[src/rtl/t_ff_rx_if.sv]
// Event-side bundle of the toggle-link receiver: handshake, status counters and sticky overflow.
interface t_ff_rx_if #(
  parameter int DEPTH = 4,
  parameter int CNT_W = 8
);
  localparam int PW = $clog2(DEPTH + 1);

  logic          evt_valid;
  logic          evt_ready;
  logic          ack_q;
  logic [PW-1:0] pend_cnt;
  logic [CNT_W-1:0] evt_cnt;
  logic          ovf;
  logic          clr_ovf;

  modport master (
    output evt_valid, ack_q, pend_cnt, evt_cnt, ovf,
    input  evt_ready, clr_ovf
  );

  modport slave (
    input  evt_valid, ack_q, pend_cnt, evt_cnt, ovf,
    output evt_ready, clr_ovf
  );
endinterface

[src/rtl/t_ff_rx.sv]
// Toggle-link receiver: synchronizes din_t, turns each level change into a pending event,
// hands events out over ready/valid and returns a toggle acknowledge per consumed event.
module t_ff_rx #(
  parameter int SYNC_STAGES = 2,
  parameter int DEPTH       = 4,
  parameter int CNT_W       = 8
) (
  input  logic       clk,
  input  logic       n_rst,
  input  logic       din_t,
  t_ff_rx_if.master  evt
);
  localparam int PW = $clog2(DEPTH + 1);

  typedef enum logic {INIT, RUN} state_t;

  state_t                 state, state_nxt;
  logic [2:0]             init_cnt, init_cnt_nxt;
  logic [SYNC_STAGES-1:0] stage;
  logic                   sync_q;
  logic                   prev;
  logic                   det;
  logic                   acc;
  logic                   full;
  logic                   drop;
  logic                   keep;
  logic [PW-1:0]          pend;
  logic [CNT_W-1:0]       cnt;
  logic                   ack;
  logic                   ovf_r;

  assign sync_q = stage[SYNC_STAGES-1];

  always_ff @(posedge clk or negedge n_rst) begin
    if (!n_rst) begin
      stage <= '0;
      prev  <= 1'b0;
    end else begin
      stage <= {stage[SYNC_STAGES-2:0], din_t};
      prev  <= sync_q;
    end
  end

  always_ff @(posedge clk or negedge n_rst) begin
    if (!n_rst) begin
      state    <= INIT;
      init_cnt <= '0;
    end else begin
      state    <= state_nxt;
      init_cnt <= init_cnt_nxt;
    end
  end

  // INIT lasts one edge beyond the chain depth so prev has caught up with sync_q
  // before detection starts; a level held high through reset is then not an event.
  always_comb begin
    state_nxt    = state;
    init_cnt_nxt = init_cnt;
    det          = 1'b0;
    case (state)
      INIT: begin
        if (init_cnt == 3'(SYNC_STAGES)) state_nxt = RUN;
        else                             init_cnt_nxt = init_cnt + 3'd1;
      end
      RUN:     det = sync_q ^ prev;
      default: state_nxt = INIT;
    endcase
  end

  assign acc  = (pend != '0) & evt.evt_ready;
  assign full = (pend == PW'(DEPTH));
  assign drop = det & ~acc & full;
  assign keep = det & ~drop;

  always_ff @(posedge clk or negedge n_rst) begin
    if (!n_rst) begin
      pend  <= '0;
      cnt   <= '0;
      ack   <= 1'b0;
      ovf_r <= 1'b0;
    end else begin
      if (keep & ~acc)     pend <= pend + PW'(1);
      else if (~det & acc) pend <= pend - PW'(1);
      cnt <= cnt + CNT_W'(keep);
      ack <= ack ^ acc;
      if (drop)             ovf_r <= 1'b1;
      else if (evt.clr_ovf) ovf_r <= 1'b0;
    end
  end

  assign evt.evt_valid = (pend != '0);
  assign evt.pend_cnt  = pend;
  assign evt.evt_cnt   = cnt;
  assign evt.ack_q     = ack;
  assign evt.ovf       = ovf_r;
endmodule
[src/flat_wrapper.sv]
// flat-port wrapper written by rule: the top's interface ports become plain ports
module t_ff_rx_flat 
#(
  parameter int SYNC_STAGES = 2,
  parameter int DEPTH       = 4,
  parameter int CNT_W       = 8
)
  (clk, n_rst, din_t, evt_evt_valid, evt_ack_q, evt_pend_cnt, evt_evt_cnt, evt_ovf, evt_evt_ready, evt_clr_ovf);
  t_ff_rx_if #(.DEPTH(DEPTH), .CNT_W(CNT_W)) evt_i ();
  input  logic clk;
  input  logic n_rst;
  input  logic din_t;
  output wire logic [$bits(evt_i.evt_valid)-1:0] evt_evt_valid;
  output wire logic [$bits(evt_i.ack_q)-1:0] evt_ack_q;
  output wire logic [$bits(evt_i.pend_cnt)-1:0] evt_pend_cnt;
  output wire logic [$bits(evt_i.evt_cnt)-1:0] evt_evt_cnt;
  output wire logic [$bits(evt_i.ovf)-1:0] evt_ovf;
  input wire logic [$bits(evt_i.evt_ready)-1:0] evt_evt_ready;
  input wire logic [$bits(evt_i.clr_ovf)-1:0] evt_clr_ovf;
  assign evt_evt_valid = evt_i.evt_valid;
  assign evt_ack_q = evt_i.ack_q;
  assign evt_pend_cnt = evt_i.pend_cnt;
  assign evt_evt_cnt = evt_i.evt_cnt;
  assign evt_ovf = evt_i.ovf;
  assign evt_i.evt_ready = evt_evt_ready;
  assign evt_i.clr_ovf = evt_clr_ovf;
  t_ff_rx #(.SYNC_STAGES(SYNC_STAGES), .DEPTH(DEPTH), .CNT_W(CNT_W)) u_core (.clk(clk), .n_rst(n_rst), .din_t(din_t), .evt(evt_i));
endmodule
[config.mk]
export PLATFORM = sky130hd
export DESIGN_NAME = t_ff_rx_flat
export DESIGN_NICKNAME = d
export VERILOG_FILES = /design/src/rtl/t_ff_rx_if.sv /design/src/rtl/t_ff_rx.sv /design/src/flat_wrapper.sv
export SDC_FILE = /design/constraint.sdc
export NUM_CORES = 1
export LEC_CHECK = 0
export BUFFER_PORTS_ARGS = -buffer_cell sky130_fd_sc_hd__buf_2
export CAP_MARGIN = 20
export CORE_MARGIN = 8
export CORE_UTILIZATION = 56
export CTS_CLUSTER_DIAMETER = 60
export DETAILED_ROUTE_END_ITERATION = 7
export GPL_TIMING_DRIVEN = 1
export PLACE_DENSITY_LB_ADDON = 0.12
export SYNTH_ARGS = -nofsm -noshare
export SYNTH_HDL_FRONTEND = slang
export SYNTH_SLANG_ARGS = --single-unit
[constraint.sdc]
create_clock -name clk -period 3.65 [get_ports clk]
set_input_delay 0.73 -clock clk [delete_from_list [all_inputs] [get_ports clk]]
set_output_delay 0.73 -clock clk [all_outputs]
set_load 0.01 [all_outputs]
==> results by group <==
Run status
  • Outcome: complete, no violations

Setup path
  • Cell Chain, Critical Path: xor2_2 > and2_1 > nand3_1 > fa_1 > a211oi_1 > nor3_1 > or3_1
  • Worst path slowest cell: fa_1
  • Crit Path Class: reg -> reg
  • R2R Path Start: u_core.prev
  • Reg-to-reg endpoint: u_core.evt.pend_cnt[2]
  • Worst Path Arrival: 2540 ps
  • Critical Path Sink Type: register
  • CP required: 3830 ps
  • CP Max Fanout: 8
  • Flop2flop setup slack: 1280 ps
  • Worst setup SP type: register
  • Reg2reg path depth: 7
  • CP max stage delay: 430 ps

GRT
  • Largest net degree at the start of global routing: 21
  • First-pass GRT wire length: 2.68 mm
  • Vias in the first global route: 624
  • All-Layer GR Usage: 0.105
  • Antenna violations before repair: 0
  • Global route total overflow: 0

Synth
  • Top-count cell post-synth: dfrtp_1
  • Top_reg_cell synth: dfrtp_1
  • Post-synth ARST share: 1.00
  • Mapped Cells: 85
  • Syn_area_per_cell: 11.4 µm²
  • Syn nets: 95
  • Synth unique cells: 31
  • Cell area after synthesis: 968 µm²
  • Synth top area share: 0.517
  • Most frequent cells after synthesis: dfrtp_1, xnor2_1, nand2_1
  • #FFs+latches synth: 20
  • Synth warn: 0
  • Largest cells by area after synthesis: dfrtp_1, xnor2_1, ha_1, o211a_1, nand2_1
  • Yosys top cell by area: dfrtp_1
  • Post-synthesis sequential area ratio: 0.517
  • Number of flops mapped to enable cells by yosys: 0

Place
  • PortBufs: 18
  • Detail Placement HPWL: 1.25 mm
  • Gpl congestion: 0.891

STA
  • Worst slew pin tran: 426 ps
  • Pins Over Slew Limit: 0
  • RSZ-0062 raised after global routing: false
  • TNS Setup: 0 ps
  • Clock skew: 1.08 ps
  • Fin crit share: 0.649
  • F_max: 422 MHz
  • Max_slew headroom: 0.716
  • Final min period: 2370 ps
  • Final Hold Violating Endpoints: 0
  • # setup viols final: 0

Route
  • Post-DR vias/cell: 5.73
  • Vias post-DR: 688
  • WL final: 1.64 mm
  • Iter 0 DRT Violations: 12
  • ANT nets after route: 0
  • Drt pass-1 iters: 4
  • Post-route DRC: 0
  • WL per Instance: 13.7 µm

Clocking
  • CTS tree: yes
  • H-tree depth: 1
  • Post-CTS Resized: 0
  • Worst-case clock buffer depth: 2
  • Num CTS Buffers: 3
  • Root buffer cell: clkbuf_4
  • Postcts setup bufs: 0
  • Cts hold-fix bufs: 0
  • Clock-pin slew on the worst setup and hold paths: 100 ps
  • Clock Sinks: 20
  • Clk_lat worst skew: 280 ps

Floorplanning
  • Starting Density: 0.580
  • Die ar.: 3320 µm²
  • FP Rows: 15
  • Core Box Area: 1670 µm²
  • Num ports: 19
  • Die width: 57.6 µm
  • Die Span Y: 57.6 µm

Cells and area
  • Share of layout cells above drive strength 1: 0.223
  • Fill cell count: 138
  • Syn-to-layout area delta: 11.6%
  • Area occupied by multi-input gates: 428 µm²
  • NumNets Final: 115
  • Storage element area: 500 µm²
  • Antenna Cells: 0

Hold path
  • Min-Delay Path Class: in -> async

Power and ir drop
  • Total power draw: 0.774 mW
  • PD cells: 716 nW/µm²
  • Leak Pwr: 0.531 nW
  • VDD IR max: 0.414 mV

Run
  • Max Cap Viol: 0
## area by class of cell
cell class	count	area share
multi-input cells	57	0.396
repair buffers	18	0.0833
clock buffers	3	0.0208
well taps	17	0.0197
flip-flops and latches	20	0.463
inverters	5	0.0174
## where the power goes
part	total (mW)	switching, mW	internal (mW)	leakage [nW]
Combinational	0.318	0.165	0.152	0.275
Clock	0.0993	0.0610	0.0383	0.0138
Sequential	0.357	0.0725	0.285	0.242
## cell families after synthesis
logic type                 Yosys count  synth area share
adders and majority gates            5            0.0724
and+or+nand+nor                     26             0.145
DFF                                 20             0.517
AOI/OAI and AO/OA                   14             0.106
buffers and inverters                8            0.0413
muxes                                1            0.0116
xor gates and xnor gates            11             0.107
## metal layers
metal / track usage / routed length, µm / vias to the layer above
met5: 0 / 0 / -
met3: 0.0516 / 151 / 2
met2: 0.156 / 713 / 25
met4: 0.0429 / 9 / 0
met1: 0.124 / 770 / 326
li1: - / - / 335
## worst max-delay path by stage
stage,end,depth (start not counted),slack (ps),start
finish,u_core.evt.pend_cnt[2],7,1280,u_core.prev
global route,u_core.evt.pend_cnt[2],7,1170,u_core.prev
CTS,u_core.evt.pend_cnt[2],7,1290,u_core.prev
detailed placement,u_core.evt.pend_cnt[2],7,1310,u_core.prev
global placement,u_core.evt.pend_cnt[2],7,1370,u_core.prev
floorplan,u_core.evt.pend_cnt[2],7,1440,evt_evt_ready
## stage by stage
stage	hold WS, ps	cell area, µm²	utilization	std cells	worst slack, ps
6_report	361	1080	0.647	120	1280
3_5_place_dp	340	1060	0.634	117	1310
5_1_grt	367	1080	0.647	120	1170
2_1_floorplan	331	968	-	85	1440
3_3_place_gp	334	1060	0.634	117	1370
4_1_cts	365	1080	0.647	120	1290
## worst max-delay path, delay by kind of cell, from the launching register on
family	cells	cell delay (ps)
compound gates	1	210
xor+xnor	1	290
fa+ha+maj	1	430
flops	1	410
simple gates	4	920
## flip-flops by register name, summed over array words and instances, names as in the netlist
name,flops
u_core.state,1
u_core.prev,1
u_core.evt.evt_cnt,8
u_core.init_cnt,3
u_core.evt.ovf,1
u_core.evt.ack_q,1
u_core.stage,2
u_core.evt.pend_cnt,3
## cell usage in the layout, fill, tap and decap left out, drive strengths merged, types with 2 or more instances in the layout
master  Yosys  final
a211oi      2      2
nor2        3      3
xnor2       8      8
xor2        3      3
dfrtp      20     20
a31oi       2      2
nand2       7      7
buf         3     18
inv         5      5
o211a       3      3
a21oi       3      3
clkbuf      0      3
o21ai       2      2
nand3       4      4
nand4       2      2
and4        2      2
ha          4      4
(Power assumes the default switching activity.)
